**src/rtl/ofdm_frame_mem_ctrl.sv**
```systemverilog
// OFDM frame memory controller.
// Loads one frame of samples into an external memory, then plays it out
// (once or looping) through a valid/ready stream with a 1-cycle read memory.
//
// Ports:
//   clk, rst_n              clock, asynchronous active-low reset
//   start_load, num_symbols begin a load; frame length = 320 + 64*num_symbols
//   start_play, loop_en     begin playout; repeat while loop_en at frame end
//   abort                   return to idle, drop the stored frame
//   s_valid, s_ready        sample-in handshake (ready only while loading)
//   mem_we, mem_waddr       memory write port
//   mem_raddr               memory read address (data valid one cycle later)
//   m_valid, m_ready,m_last sample-out handshake, last sample of the frame
//   frame_ready, busy       frame stored; load or play in progress
//   cfg_err                 last start_load carried an unusable num_symbols
module ofdm_frame_mem_ctrl #(
    parameter int unsigned MAX_SYMBOLS_FFT = 64
) (
    input  logic        clk,
    input  logic        rst_n,
    input  logic        start_load,
    input  logic [7:0]  num_symbols,
    input  logic        start_play,
    input  logic        loop_en,
    input  logic        abort,
    input  logic        s_valid,
    output logic        s_ready,
    output logic        mem_we,
    output logic [15:0] mem_waddr,
    output logic [15:0] mem_raddr,
    output logic        m_valid,
    input  logic        m_ready,
    output logic        m_last,
    output logic        frame_ready,
    output logic        busy,
    output logic        cfg_err
);

    typedef enum logic [1:0] {StIdle, StLoad, StLoaded, StPlay} state_e;

    state_e      state_q, state_d;
    logic [15:0] wr_ptr_q, wr_ptr_d;
    logic [15:0] rd_ptr_q, rd_ptr_d;
    logic [15:0] len_q, len_d;
    logic        frame_ready_q, frame_ready_d;
    logic        cfg_err_q, cfg_err_d;
    logic        m_valid_q, m_valid_d;

    logic        sym_ok;
    logic [15:0] len_new;
    logic        wr_last, rd_last;
    logic        handshake;
    logic        load_go, load_bad;
    logic [15:0] rd_next;

    assign sym_ok    = (num_symbols != 8'd0) && (32'(num_symbols) <= MAX_SYMBOLS_FFT);
    assign len_new   = 16'd320 + {2'b00, num_symbols, 6'b000000};
    assign wr_last   = (wr_ptr_q == len_q - 16'd1);
    assign rd_last   = (rd_ptr_q == len_q - 16'd1);
    assign handshake = m_valid_q & m_ready;
    assign rd_next   = rd_last ? 16'd0 : rd_ptr_q + 16'd1;

    // start_load is honoured everywhere except during playout.
    assign load_go  = start_load && sym_ok && (state_q != StPlay);
    assign load_bad = start_load && !sym_ok && (state_q != StPlay);

    assign s_ready     = (state_q == StLoad);
    assign mem_we      = s_valid & s_ready;
    assign mem_waddr   = wr_ptr_q;
    // Address of the sample shown next cycle: re-read the current one on stall.
    assign mem_raddr   = handshake ? rd_next : rd_ptr_q;
    assign m_valid     = m_valid_q;
    assign m_last      = m_valid_q & rd_last;
    assign frame_ready = frame_ready_q;
    assign busy        = (state_q == StLoad) || (state_q == StPlay);
    assign cfg_err     = cfg_err_q;

    always_comb begin
        state_d       = state_q;
        wr_ptr_d      = wr_ptr_q;
        rd_ptr_d      = rd_ptr_q;
        len_d         = len_q;
        frame_ready_d = frame_ready_q;
        cfg_err_d     = cfg_err_q;
        m_valid_d     = m_valid_q;

        case (state_q)
            StLoaded: begin
                if (start_play && !start_load) begin
                    state_d   = StPlay;
                    rd_ptr_d  = 16'd0;
                    m_valid_d = 1'b0;
                end
            end
            StLoad: begin
                if (mem_we) begin
                    // Pointer parks on L-1 so it never exceeds the frame.
                    wr_ptr_d = wr_last ? wr_ptr_q : wr_ptr_q + 16'd1;
                    if (wr_last) begin
                        state_d       = StLoaded;
                        frame_ready_d = 1'b1;
                    end
                end
            end
            StPlay: begin
                // First cycle primes the read; data is valid from the next one.
                m_valid_d = 1'b1;
                if (handshake) begin
                    rd_ptr_d = rd_next;
                    if (rd_last && !loop_en) begin
                        state_d   = StLoaded;
                        m_valid_d = 1'b0;
                    end
                end
            end
            default: ;
        endcase

        if (load_go) begin
            state_d       = StLoad;
            wr_ptr_d      = 16'd0;
            len_d         = len_new;
            frame_ready_d = 1'b0;
            cfg_err_d     = 1'b0;
        end else if (load_bad) begin
            cfg_err_d = 1'b1;
        end

        if (abort) begin
            state_d       = StIdle;
            wr_ptr_d      = 16'd0;
            rd_ptr_d      = 16'd0;
            frame_ready_d = 1'b0;
            m_valid_d     = 1'b0;
        end
    end

    always_ff @(posedge clk or negedge rst_n) begin
        if (!rst_n) begin
            state_q       <= StIdle;
            wr_ptr_q      <= 16'd0;
            rd_ptr_q      <= 16'd0;
            len_q         <= 16'd0;
            frame_ready_q <= 1'b0;
            cfg_err_q     <= 1'b0;
            m_valid_q     <= 1'b0;
        end else begin
            state_q       <= state_d;
            wr_ptr_q      <= wr_ptr_d;
            rd_ptr_q      <= rd_ptr_d;
            len_q         <= len_d;
            frame_ready_q <= frame_ready_d;
            cfg_err_q     <= cfg_err_d;
            m_valid_q     <= m_valid_d;
        end
    end

endmodule

```
**config.mk**
```make
export PLATFORM = sky130hd
export DESIGN_NAME = ofdm_frame_mem_ctrl
export DESIGN_NICKNAME = d
export VERILOG_FILES = /design/src/rtl/ofdm_frame_mem_ctrl.sv
export SDC_FILE = /design/constraint.sdc
export NUM_CORES = 1
export LEC_CHECK = 0
export CORE_UTILIZATION = 65
export CTS_CLUSTER_SIZE = 25
export DETAILED_ROUTE_END_ITERATION = 12
export DONT_BUFFER_PORTS = 1
export GPL_TIMING_DRIVEN = 0
export PLACE_DENSITY = 0.83
export SETUP_SLACK_MARGIN = 0.3
export SYNTH_ARGS = -nofsm -noshare
export SYNTH_HDL_FRONTEND = slang
export SYNTH_SLANG_ARGS = --single-unit
```
**constraint.sdc**
```tcl
create_clock -name clk -period 8.6 [get_ports clk]
set_clock_uncertainty 0.05 [all_clocks]
set_input_delay 1.29 -clock clk [delete_from_list [all_inputs] [get_ports clk]]
set_output_delay 1.29 -clock clk [all_outputs]
set_load 0.05 [all_outputs]
```
After elaboration in Yosys (flattened, before gate mapping)
Cells that the tools add are included.

operators by class
  bitwise operators = 3
  multiplexer cells = 30
  eq/ne operators = 13
  magnitude comparators = 1
  $add $sub $neg = 4
  reduce and logical (&&, ||, !) cells = 22

operator list
  operator                                                                           count
  16-bit 2-to-1 mux                                                                  9
  16-bit by 1-bit adder with 16-bit output (second input constant)                   2
  16-bit equality test                                                               2
  16-bit one-hot mux with 2 select lines                                             1
  16-bit by 1-bit subtractor with 16-bit output (second input constant)              1
  9-bit by 14-bit adder with 15-bit output (first input constant)                    1
  2-bit 2-to-1 mux                                                                   7
  3-bit nonzero test                                                                 4
  1-bit 2-to-1 mux                                                                   11
  8-bit by 7-bit less-or-equal comparator with 1-bit output (second input constant)  1
  4-bit by 2-bit != test with 1-bit output (second input constant)                   2
  4-bit != test (second input constant)                                              2
  8-bit nonzero test                                                                 1
  1-bit logical AND                                                                  7
  2-bit one-hot mux with 3 select lines                                              1
  3-bit AND reduction                                                                2
  6-bit AND reduction                                                                1
  5-bit nonzero test                                                                 1
  2-bit equality test (second input constant)                                        2
  4-bit by 3-bit != test with 1-bit output (second input constant)                   1
  1-bit AND                                                                          3
  1-bit zero test                                                                    3
  3-bit by 2-bit != test with 1-bit output (second input constant)                   1
  3-bit != test (second input constant)                                              1
  6 further kinds                                                                    6

storage, ports and cells
  word-level logic and storage cells = 80
  output and inout bits = 39
  register bits after elaboration = 53
  input bits = 16

Depth between registers and ports, before layout
  word-level depth = 8
  mapped depth = 11
  gate-level depth less buffers = 9

Worst setup path after synthesis
No wires, ideal clock.

  kind = register -> output
  from = register len_q[8]
  to = output m_last
  cell stages (with the launch flop) = 10
  path buffers = 2
  data arrival time = 3.388 ns
  required time = 7.260 ns
  slack = 3.872 ns
  cell sequence = dfrtp_1 -> buf_6 -> or4_1 -> buf_2 -> nor2_1 -> xnor2_1 -> xnor2_1 -> nor2_1 -> nand2_1 -> nor4b_1

on the way
  word-level cells in the longest chain between the ends = 3

ends and longest elaborated chain
  item                                           RTL line  text
  from (decl)                                    44        logic [15:0] len_q, len_d;
  from (signal assigned)                         151       len_q <= len_d;
  16-bit by 1-bit subtractor with 16-bit output  59        assign rd_last = (rd_ptr_q == len_q - 16'd1);
  16-bit equality test                           59
  1-bit AND                                      73        assign m_last = m_valid_q & rd_last;
  to (decl)                                      33        output logic m_last,

Every way passes these cells.

Final worst setup path
  from = register len_q[6]
  to = output mem_raddr[12]

on the way
  word-level cells in the longest chain between the ends = 4

ends and longest elaborated chain
  item                                           RTL line  text
  16-bit by 1-bit subtractor with 16-bit output  59
  16-bit equality test                           59
  16-bit 2-to-1 mux                              61        assign rd_next = rd_last ? 16'd0 : rd_ptr_q + 16'd1;
  16-bit 2-to-1 mux                              --
  to (decl)                                      30        output logic [15:0] mem_raddr,

Every way passes these cells.

==> results by group <==
Setup path
  • Critical path fanouts, max: 10
  • Worst stage delay on the critical path: about 0.51 ns
  • Crit path top cell by count: buf_2
  • Setup CP Type: flip-flop to output port
  • Crit end category: output port
  • Crit path DAT: 3.86 ns
  • Crit-path slowest cell: dfrtp_1
  • CP Launch Point: len_q[6]
  • Reg2reg path depth: 10
  • Crit path launch type: flip-flop
  • Cell-by-cell trace of the critical path: inv_1 -> ha_1 -> xnor2_1 -> or4_1 -> a211oi_1 -> or3b_1 -> nor4_4 -> buf_2 -> buf_2 -> nor2_1
  • Req. time, crit path: 7.26 ns
  • Critical R2R Launch: len_q[6]

Timing
  • Final Cycle Share: 0.604
  • Hold Vio Cnt, Final: 0
  • Final number of max-transition violations: 0
  • Setup_tns: 0 ns
  • Final setup margin: 3.40 ns
  • Fmax: 192 MHz
  • Worst slew pin tran: between 1 and 1.5 ns
  • RSZ-0062 raised after global routing: no
  • Fin crit period: between 5 and 6 ns
  • Final setup vio count: 0
  • Rel. slew slack: 0.176

Hold path
  • Worst min-delay path class: flip-flop to flip-flop
  • Hold Path Cell Cnt: 2
  • Hold_sp: rd_ptr_q[15]

Power and ir drop
  • Clock share of power: 0.321
  • Psw: 157 uW
  • Power density over cell area: around 150 mW/mm^2
  • Worst IR drop on VDD: 0.0794 mV
  • Gate power share: 0.224
  • Internal Power: 357 uW
  • Switching Share: 0.305
  • Overall Power: 515 uW
  • Flop pwr share: 0.455
  • P_leak: 1.48 nW

CTS
  • Clk_lat worst skew: 0.32 ns
  • Post_cts resized: 0
  • Clock sink count: 46
  • Clock Tree Root: clkbuf_8
  • Clock-pin slew on the worst setup and hold paths: 0.09 ns
  • CTS tree: built
  • H-tree levels: 2
  • Hold-fix buffers, CTS: 0
  • CTS buffer count: 5
  • Post-CTS setup buffer count: 0
  • Deepest clock path buffer count: 2

Drt
  • ANT nets after route: 0
  • DRT Pass-1 Iters: 5
  • Post-Route WL: 7.68 mm
  • DR WL/cell: 16.7 um
  • Vias: a little under 3k
  • Vias/cell: 6.31
  • Iter 0 DRT Violations: 245
  • DRC viols: 0

Floorplan
  • Die height: 73.3 um
  • Die Wd: 73.3 um
  • Die ar.: 0.00537 sq mm
  • I/O pins: 55
  • Core Box Area: 0.00482 sq mm
  • Initial core utilization: 0.686
  • FP Rows: 25

Synthesis
  • Async set-reset flop share out of synthesis: 1.00
  • Main synth FF type: dfrtp_1
  • Synth warnings: 0
  • Flops & latches, synth: 46
  • Mapped Cells: around 390
  • EDFF count, synth: 0
  • Mapped Avg Cell Area: 8.56 sq um
  • Unique masters post-synth: 57
  • Post-synthesis sequential area ratio: 0.348
  • Synthesized area: 0.00330 sq mm
  • Syn Nets: 407

Global route
  • Global-route wire length before repair: 12.6 mm
  • Gr ovfl total: 0
  • Largest net degree at the start of global routing: 47
  • Initial antenna violation count: 0
  • Global Route Usage Sum: 0.307
  • Vias in the first global route: 2772

Place
  • Port buffer count: 0
  • Detailed Place HPWL: 5.71 mm
  • GPL Wtd Cong: slightly above 0.9
  • Placed inst area: 0.00339 sq mm
  • Pre-CTS setup slack: 3.69 ns

Cells and area
  • Area grow syn2layout: 6.02%
  • Layout Cell Area excl Fill: 0.00350 sq mm
  • Antenna diodes: 0
  • Nets@finish: approximately 410
  • Layout cells sized above 1: 0.0812

Flow run
  • Max-cap violations: 0

Status
  • Status: complete, no violations
-- path summary, 6_finish.rpt --
| check | to | slack (ns) |
|---|---|---|
| min in group asynchronous | rd_ptr_q[4] | 0.60 |
| max in group asynchronous | rd_ptr_q[6] | 7.78 |
| worst max register to register | rd_ptr_q[13] | 5.08 |
| worst min-delay path | rd_ptr_q[15] | 0.51 |
| worst max-delay path | mem_raddr[12] | 3.40 |
| worst min register to register | rd_ptr_q[15] | 0.51 |
-- Yosys cell counts (3+ instances only) --
master / n / area share
dfrtp_1: 46 / 0.35
nand2_1: 38 / 0.043
nor2_1: 38 / 0.043
xnor2_1: 26 / 0.069
xor2_1: 19 / 0.050
nand3_1: 16 / 0.024
o21ai_0: 16 / 0.024
clkbuf_1: 15 / 0.017
a21oi_1: 14 / 0.021
inv_1: 13 / 0.015
nor3_1: 13 / 0.020
nor2b_1: 8 / 0.015
nor4_1: 8 / 0.015
o21a_1: 8 / 0.018
a21o_1: 7 / 0.016
and3_1: 7 / 0.013
a211oi_1: 6 / 0.014
buf_2: 6 / 0.0091
and2_1: 5 / 0.0095
ha_1: 5 / 0.019
o211ai_1: 5 / 0.011
a31oi_1: 4 / 0.0076
and4_1: 4 / 0.011
nand2b_1: 4 / 0.0076
nand4_1: 4 / 0.0076
o311ai_0: 4 / 0.011
a31o_2: 3 / 0.0080
nand3b_1: 3 / 0.0068
o31ai_1: 3 / 0.0068
or4_1: 3 / 0.0068
-- placed cells by master (no fill, tap or decap), types with 3 or more instances in the layout --
cell type  count
xnor2_1       26
o311ai_0       4
and4_1         4
inv_1         13
nand2_1       38
nand4_1        4
nor4_1         8
a31o_2         3
clkbuf_1      15
nand3_1       16
xor2_1        19
nand2b_1       4
o21a_1         8
clkbuf_8       5
nor3_1        13
dfrtp_1       46
nor2_1        38
a21oi_1       14
a31oi_1        4
o31ai_1        3
and3_1         7
or4_1          3
a21o_1         7
and2_1         5
a211oi_1       6
nor2b_1        8
buf_2          6
o211ai_1       5
nand3b_1       3
ha_1           5
o21ai_0       16
-- per-stage QoR --
step / hold WS [ns] / utilization / cells
final: 0.514 / 0.727 / 461
after global routing: 0.522 / 0.727 / 461
after CTS: 0.512 / 0.727 / 461
after detailed placement: 0.492 / 0.705 / 453
after global placement: 0.483 / 0.703 / 453
after floorplan: 0.459 / - / 386
-- cell type report --
type	count	area, sq um
Tap cell	67	83.8
Fill cell	386	1310
Clock inverter	3	40.0
Clock buffer	5	68.8
Buffer	25	120
Sequential cell	46	1150
Inverter	13	48.8
Multi-Input combinational cell	302	1990
-- registers in the layout, summed over array words and instances, names as in the netlist --
register / count
cfg_err: 1
len_q: 9
frame_ready: 1
m_valid: 1
state_q: 2
rd_ptr_q: 16
mem_waddr: 16
-- routing by layer --
metal	track usage	vias to the layer above	part of all wire
met5	0	-	0
met1	0.424	1384	0.44
met2	0.496	129	0.47
met4	0.0833	0	0.015
met3	0.0576	11	0.074
li1	-	1386	-
-- worst max-delay path, delay by kind of cell (launching register included) --
kind / cells / cell delay (ns)
buffers and inverters: 3 / 0.65
AOI/OAI and AO/OA: 1 / 0.29
and+or+nand+nor: 4 / 1.56
xor gates and xnor gates: 1 / 0.15
adders and majority gates: 1 / 0.37
DFF: 1 / 0.51
-- power by group through the flow --
stage          combinational (mW)  sequential [mW]  clock (mW)
2_1_floorplan              0.0950            0.236           0
4_1_cts                     0.115            0.234       0.165
5_1_grt                     0.127            0.236       0.173
3_5_place_dp                0.114            0.238           0
6_report                    0.115            0.234       0.165
3_3_place_gp                0.110            0.238           0
-- kinds of logic (layout without fill, tap and decap cells) --
group	Yosys count	count (layout)	share of synthesized area
simple gates	163	163	0.257
compound gates	83	83	0.178
xor+xnor	47	47	0.133
flops	46	46	0.348
buf+inv	38	46	0.0511
fa+ha+maj	5	5	0.0189
mux	4	4	0.0129
Power figures use the tool's default switching activity.
